## src/rtl/rr_mux_arb_pkg.sv

```systemverilog
// rr_mux_arb_pkg: shared FSM state encodings for the round-robin packet arbiter
package rr_mux_arb_pkg;
    typedef enum logic {IDLE = 1'b0, BUSY = 1'b1} state_t;
endpackage

```

## src/rtl/one_hot_mux.sv

```systemverilog
// one_hot_mux: AND-OR selector driven by a one-hot select, with optional one-hot checker
module one_hot_mux #(
    parameter int WIDTH = 8,
    parameter int CNT = 2,
    parameter int ONE_HOT_CHECK = 0
) (
    input  logic [CNT-1:0]       sel,
    input  logic [WIDTH*CNT-1:0] din,
    output logic [WIDTH-1:0]     dout,
    output logic                 err
);
    always_comb begin
        dout = '0;
        for (int i = 0; i < CNT; i++) dout |= din[i*WIDTH +: WIDTH] & {WIDTH{sel[i]}};
    end
    // more than one bit set implies a nonzero (owned) select
    assign err = (ONE_HOT_CHECK != 0) && ((sel & (sel - 1'b1)) != '0);
endmodule

```

## src/rtl/rr_mux_arb.sv

```systemverilog
// rr_mux_arb: packet-locked round-robin arbiter muxing CNT requesters onto one output
module rr_mux_arb
    import rr_mux_arb_pkg::*;
#(
    parameter int WIDTH = 32,
    parameter int CNT = 5,
    parameter int ONE_HOT_CHECK = 0
) (
    input  logic                 clk,
    input  logic                 rst_n,
    input  logic [CNT-1:0]       req_vld,
    input  logic [WIDTH*CNT-1:0] req_data,
    input  logic [CNT-1:0]       req_last,
    output logic [CNT-1:0]       req_rdy,
    output logic                 out_vld,
    output logic [WIDTH-1:0]     out_data,
    output logic                 out_last,
    input  logic                 out_rdy,
    output logic [CNT-1:0]       grant,
    output logic                 err
);
    localparam int PW = $clog2(CNT);
    state_t state, next_state;
    logic [PW-1:0] ptr, own, win, win_lo, win_hi;
    logic hi, done;
    logic [(WIDTH+1)*CNT-1:0] mux_in;
    // lowest requester at or above ptr wins, else lowest overall (wrap)
    always_comb begin
        win_lo = '0;
        win_hi = '0;
        hi = 1'b0;
        for (int i = CNT - 1; i >= 0; i--) begin
            if (req_vld[i]) win_lo = PW'(i);
            if (req_vld[i] && PW'(i) >= ptr) begin
                win_hi = PW'(i);
                hi = 1'b1;
            end
        end
    end
    assign win = hi ? win_hi : win_lo;
    always_ff @(posedge clk or negedge rst_n)
        if (!rst_n) state <= IDLE;
        else state <= next_state;
    always_comb
        next_state = state == IDLE ? (|req_vld ? BUSY : IDLE) : (done ? IDLE : BUSY);
    always_comb begin
        out_vld = state == BUSY && |(req_vld & grant);
        req_rdy = state == BUSY ? grant & {CNT{out_rdy}} : '0;
        done = out_vld && out_rdy && out_last;
    end
    always_ff @(posedge clk or negedge rst_n)
        if (!rst_n) begin
            grant <= '0;
            own <= '0;
            ptr <= '0;
        end else if (state == IDLE && |req_vld) begin
            grant <= CNT'(1) << win;
            own <= win;
        end else if (done) begin
            grant <= '0;
            ptr <= own == PW'(CNT - 1) ? '0 : own + 1'b1;
        end
    for (genvar g = 0; g < CNT; g++)
        assign mux_in[g*(WIDTH+1) +: WIDTH+1] = {req_last[g], req_data[g*WIDTH +: WIDTH]};
    one_hot_mux #(.WIDTH(WIDTH + 1), .CNT(CNT), .ONE_HOT_CHECK(ONE_HOT_CHECK)) u_mux (
        .sel (grant),
        .din (mux_in),
        .dout({out_last, out_data}),
        .err (err)
    );
endmodule

```

## config.mk

```make
export PLATFORM = sky130hd
export DESIGN_NAME = rr_mux_arb
export DESIGN_NICKNAME = d
export VERILOG_FILES = /design/src/rtl/rr_mux_arb_pkg.sv /design/src/rtl/one_hot_mux.sv /design/src/rtl/rr_mux_arb.sv
export SDC_FILE = /design/constraint.sdc
export NUM_CORES = 1
export LEC_CHECK = 0
export BUFFER_PORTS_ARGS = -buffer_cell sky130_fd_sc_hd__buf_2
export CAP_MARGIN = 30
export CORE_AREA = 2 2 86 88
export CTS_CLUSTER_SIZE = 16
export DETAILED_ROUTE_END_ITERATION = 12
export DIE_AREA = 0 0 88 90
export PLACE_DENSITY = 0.72
export SYNTH_ARGS = -nofsm -noshare
export SYNTH_HDL_FRONTEND = slang
export SYNTH_SLANG_ARGS = --single-unit
```

## constraint.sdc

```tcl
create_clock -name clk -period 1.95 [get_ports clk]
set_input_delay 0.2925 -clock clk [delete_from_list [all_inputs] [get_ports clk]]
set_output_delay 0.2925 -clock clk [all_outputs]
set_load 0.05 [all_outputs]
```

* Word-level counts from Yosys, hierarchy flattened
Index checks and enable logic that the tools add are counted.
Storage, ports and cells: bits in registers 12, input bits 173, output and inout port bits 45, logic and storage cells 61
Operators by class: add/subtract/negate cells 1, magnitude comparators 5, equal/unequal tests 1, shift operators 1, muxes and demuxes 23, bitwise gates (word level) 13, reductions and logical operators 13
Operator list (count):
- $and A33 B33 Y33 | 5
- $or A33 B33 Y33 | 4
- $mux W3 | 12
- $mux W5 | 3
- $and A5 B5 Y5 | 2
- $reduce_or A5 Y1 | 2
- $logic_and A1 B1 Y1 | 9
- $mux W1 | 8
- $ge A1 B3 Y1 const A | 2
- $ge A2 B3 Y1 const A | 2
- $shl A1 B3 Y5 const A | 1
- $add A3 B1 Y3 const B | 1
- $eq A3 B3 Y1 const B | 1
- $ge A3 B3 Y1 const A | 1
- $not A1 Y1 | 2
- $reduce_and A2 Y1 | 1
- $reduce_bool A2 Y1 | 1

* Longest topological paths before layout
depth after elaboration 10, gate-level depth with buffers 6

* Hierarchy
Synthesis repeated with hierarchy kept, for this count alone.
Unflattened totals: cells, all modules 203, area total of the unflattened synthesis 1620.3 sq um
By module, submodules not included:
- one_hot_mux | times used 1, cells each 121, area an instance 859.6 sq um, sequential area each 0.0 sq um
- rr_mux_arb | times used 1, cells each 82, area an instance 760.7 sq um, sequential area each 300.3 sq um

* Least setup slack after synthesis
No wires, ideal clock.
kind register -> register, from register grant[0], to register ptr[0], library setup time 0.125 ns, arrival 2.174 ns, setup slack -0.349 ns, cell stages (with the launch flop) 7, path buffers 2, cell sequence dfrtp_1 > buf_6 > a222oi_1 > nand2_1 > and4_4 > buf_6 > mux2_4
Between the ends: cells in the longest elaborated chain, start to end 7, elaborated cells between the ends (all ways) 11
Ends and longest elaborated chain:
- start: declaration | line rr_mux_arb.sv:19 | output logic [CNT-1:0] grant,
- start signal: assignment | line rr_mux_arb.sv:57 | grant <= CNT'(1) << win;
- $and A33 B33 Y33 | line one_hot_mux.sv:14 | for (int i = 0; i < CNT; i++) dout |= din[i*WIDTH +: WIDTH] & {WIDTH{sel[i]}};
- $or A33 B33 Y33 (4 in series) | line one_hot_mux.sv:14
- via out_last | line rr_mux_arb.sv:17 | output logic out_last,
- $logic_and A1 B1 Y1 | line rr_mux_arb.sv:49 | done = out_vld && out_rdy && out_last;
- $reduce_and A2 Y1 (no line)
- end signal: assignment | line rr_mux_arb.sv:61 | ptr <= own == PW'(CNT - 1) ? '0 : own + 1'b1;
- end: declaration | line rr_mux_arb.sv:24 | logic [PW-1:0] ptr, own, win, win_lo, win_hi;
The timed path passes the listed nets, and every way through them passes these cells. A chain may end at the register's enable or synchronous reset.

* Final worst setup path
from register grant[2], to output port out_vld
Between the ends: cells in the longest elaborated chain, start to end 3
Ends and longest elaborated chain:
- $and A5 B5 Y5 | line rr_mux_arb.sv:47 | out_vld = state == BUSY && |(req_vld & grant);
- $reduce_or A5 Y1 | line rr_mux_arb.sv:47
- $logic_and A1 B1 Y1 | line rr_mux_arb.sv:47
- end: declaration | line rr_mux_arb.sv:15 | output logic out_vld,
Every way passes these cells.

==> reports/qor.yml <==
floorplanning:
  die_h_um: 90
  core_um2: 7020
  dieArea_um2: 7920
  start_util_pct: 22.1
  die_w_um: 88
  pin_count: 218
  floorplan.rows: 31
sta:
  fin_crit_ns: 1.88
  finalHoldViolCount: 0
  final.setup_skew_ns: 0.000896
  period_share_pct: 96.7
  fin_ws_ns: 0.0652
  setup_viol_count_final: 0
  finalHoldWorstSlack_ns: 0.452
  rsz0062_at_grt: "false"
  max_freq_mhz: 531
  final_max_slew_viol_count: 0
grt:
  grt_max_degree: 22
  grt_pass1_vias: 2441
  grt_pass1_wl_mm: 12.0
  grt-ovfl-total: 0
  antenna_found_initial: 2
  grt_usage_pct: 19.0
clock_network:
  cts-root-buf: "clkbuf_8"
  h-tree-depth: 1
  cts_resized: 0
  clock_sinks: 12
  clk_pin_slew_worst_paths_ns: 0.05
  clock_latency_ns: 0.24
  cts_max_path_buffers: 2
  cts_buffers: 3
  cts_tree: "built"
yosys:
  syn_avg_cell_area_um2: 7.85
  syn_area_um2: 1550
  synth_enable_flop_cells: 0
  ys_ff_latch: 12
  yosys_warnings: 0
  async_reset_ff_share_pct: 100
  ys_seq_area_share_pct: 19.3
  syn-num-nets: 373
  synth.distinct_cells: 38
  synthFlopType: "dfrtp_1"
  syn_inst: 198
routing:
  antenna_left: 0
  via_per_inst: 5.25
  num_vias: 2675
  wl_per_cell_um: 16.1
  drc_errors: 0
  drt-total-wl_mm: 8.20
  drt_iter0_drc: 161
  drt_pre_antenna_iters: 6
status:
  status: "finished clean"
setup_path:
  end_kind: "output pin"
  critPathRequiredTime_ns: 1.66
  cp_max_fo: 13
  critPathLaunchType: "register"
  arrival_ns: 1.59
  worstSetupPathType: "register to output pin"
cells_and_area:
  syn_to_final_growth_pct: 81.8
  nets: 585
  drive_gt1_share_pct: 59.9
  instances_no_fill: 510
  post-route-cell-area_um2: 2830
run:
  max-cap-violations: 0
place:
  dpl.hpwl_mm: 6.72
  pre_cts_slack_ns: 0.228
  placed_cells: 501
  placed_area_um2: 2740
  port-buffer-count: 216
  place.gp.congestion: 0.845
worst_hold_path:
  hold_path_class: "input pin to async pin"
power:
  p_per_area_nw_per_um2: 1910
  p_leak_nw: 1.61
  ir_worst_vdd_mv: 0.980
## state kept, by name (all words and copies together) (netlist names)
register  cells
grant         5
state         1
own           3
ptr           3
## kinds of logic after synthesis
family / synth area share (%)
adders and majority gates: 1.61
buffers and inverters: 9.50
muxes: 3.54
AOI/OAI and AO/OA: 50.2
other: 0.241
and+or+nand+nor: 15.6
DFF: 19.3
## cell usage in the layout, fill, tap and decap left out, drive strengths merged, types with 5 or more instances in the layout
master  netlist  final
inv           8      8
buf           5    230
dfrtp        12     12
and3          5      5
o21ai         5      5
a22oi        34     34
nand2        37     37
a222oi       34     34
## routing by layer
layer | part of all wire [%] | GRT usage, %
met2 | 47 | 32.0
met4 | 2.6 | 6.28
met5 | 0 | 0
met1 | 40 | 24.0
met3 | 10 | 3.58
## power by group
group	internal [mW]	total (mW)	switching [mW]
Sequential	0.367	0.536	0.169
Clock	0.179	0.276	0.0972
Combinational	1.28	4.58	3.30
Total	1.83	5.40	3.57
## synth_stat cells, types with 2 or more instances
cell type  instances  area (um2)
nand2_1           37         139
o32ai_1            4        35.0
a21oi_1            2        10.0
a21o_1             2        15.0
a222oi_1          34         340
mux2_4             3        45.0
clkbuf_1          19        71.3
and3_1             5        31.3
nand2b_1           2        12.5
inv_1              8        30.0
o21ai_0            5        25.0
ha_1               2        25.0
a22oi_1           34         255
nor2_1             4        15.0
dfrtp_1           12         300
buf_6              3        33.8
## worst paths after layout
path / slack [ns] / cells after the start / endpoint / startpoint
setup / recovery: 0.07 / 4 / out_vld / grant[2]
hold / removal: 0.45 / 2 / ptr[2] / rst_n
setup reg to reg: 0.23 / 5 / grant[3] / grant[4]
hold reg to reg: 0.57 / 1 / ptr[0] / ptr[0]
max in group asynchronous: 1.27 / 2 / grant[0] / rst_n
min in group clk: 0.46 / 3 / grant[4] / out_rdy
## what timing repair did
item | 4_1_cts | 5_1_grt
endpoints found under the hold margin | 12 | 0
setup buffers | 2 | 0
hold buffers | 1 | 0
setup endpoints to repair | 1 | 0
## worst max-delay path: stages (launching register included)
cell      delay [ns]
dfrtp_2         0.50
a222oi_1        0.30
nand2_1         0.16
and2_1          0.18
buf_2           0.20
## through the flow
step	power, mW	TNS [ns]	util, %
finish	5.40	0	40.2
global placement	5.07	0	39.0
floorplan	3.97	-0.348	-
CTS	5.41	0	40.2
global route	5.72	0	40.2
detailed placement	5.09	0	39.0
## cell type report
type	count	area, um2
multi-input combinational	154	1110
fill	715	4200
tap	99	124
clock buffer	4	55.1
inverter	8	30.0
antenna	2	5.00
sequential	12	307
timing repair buffer	231	1200
No activity file was read; power rests on OpenSTA's default activity.
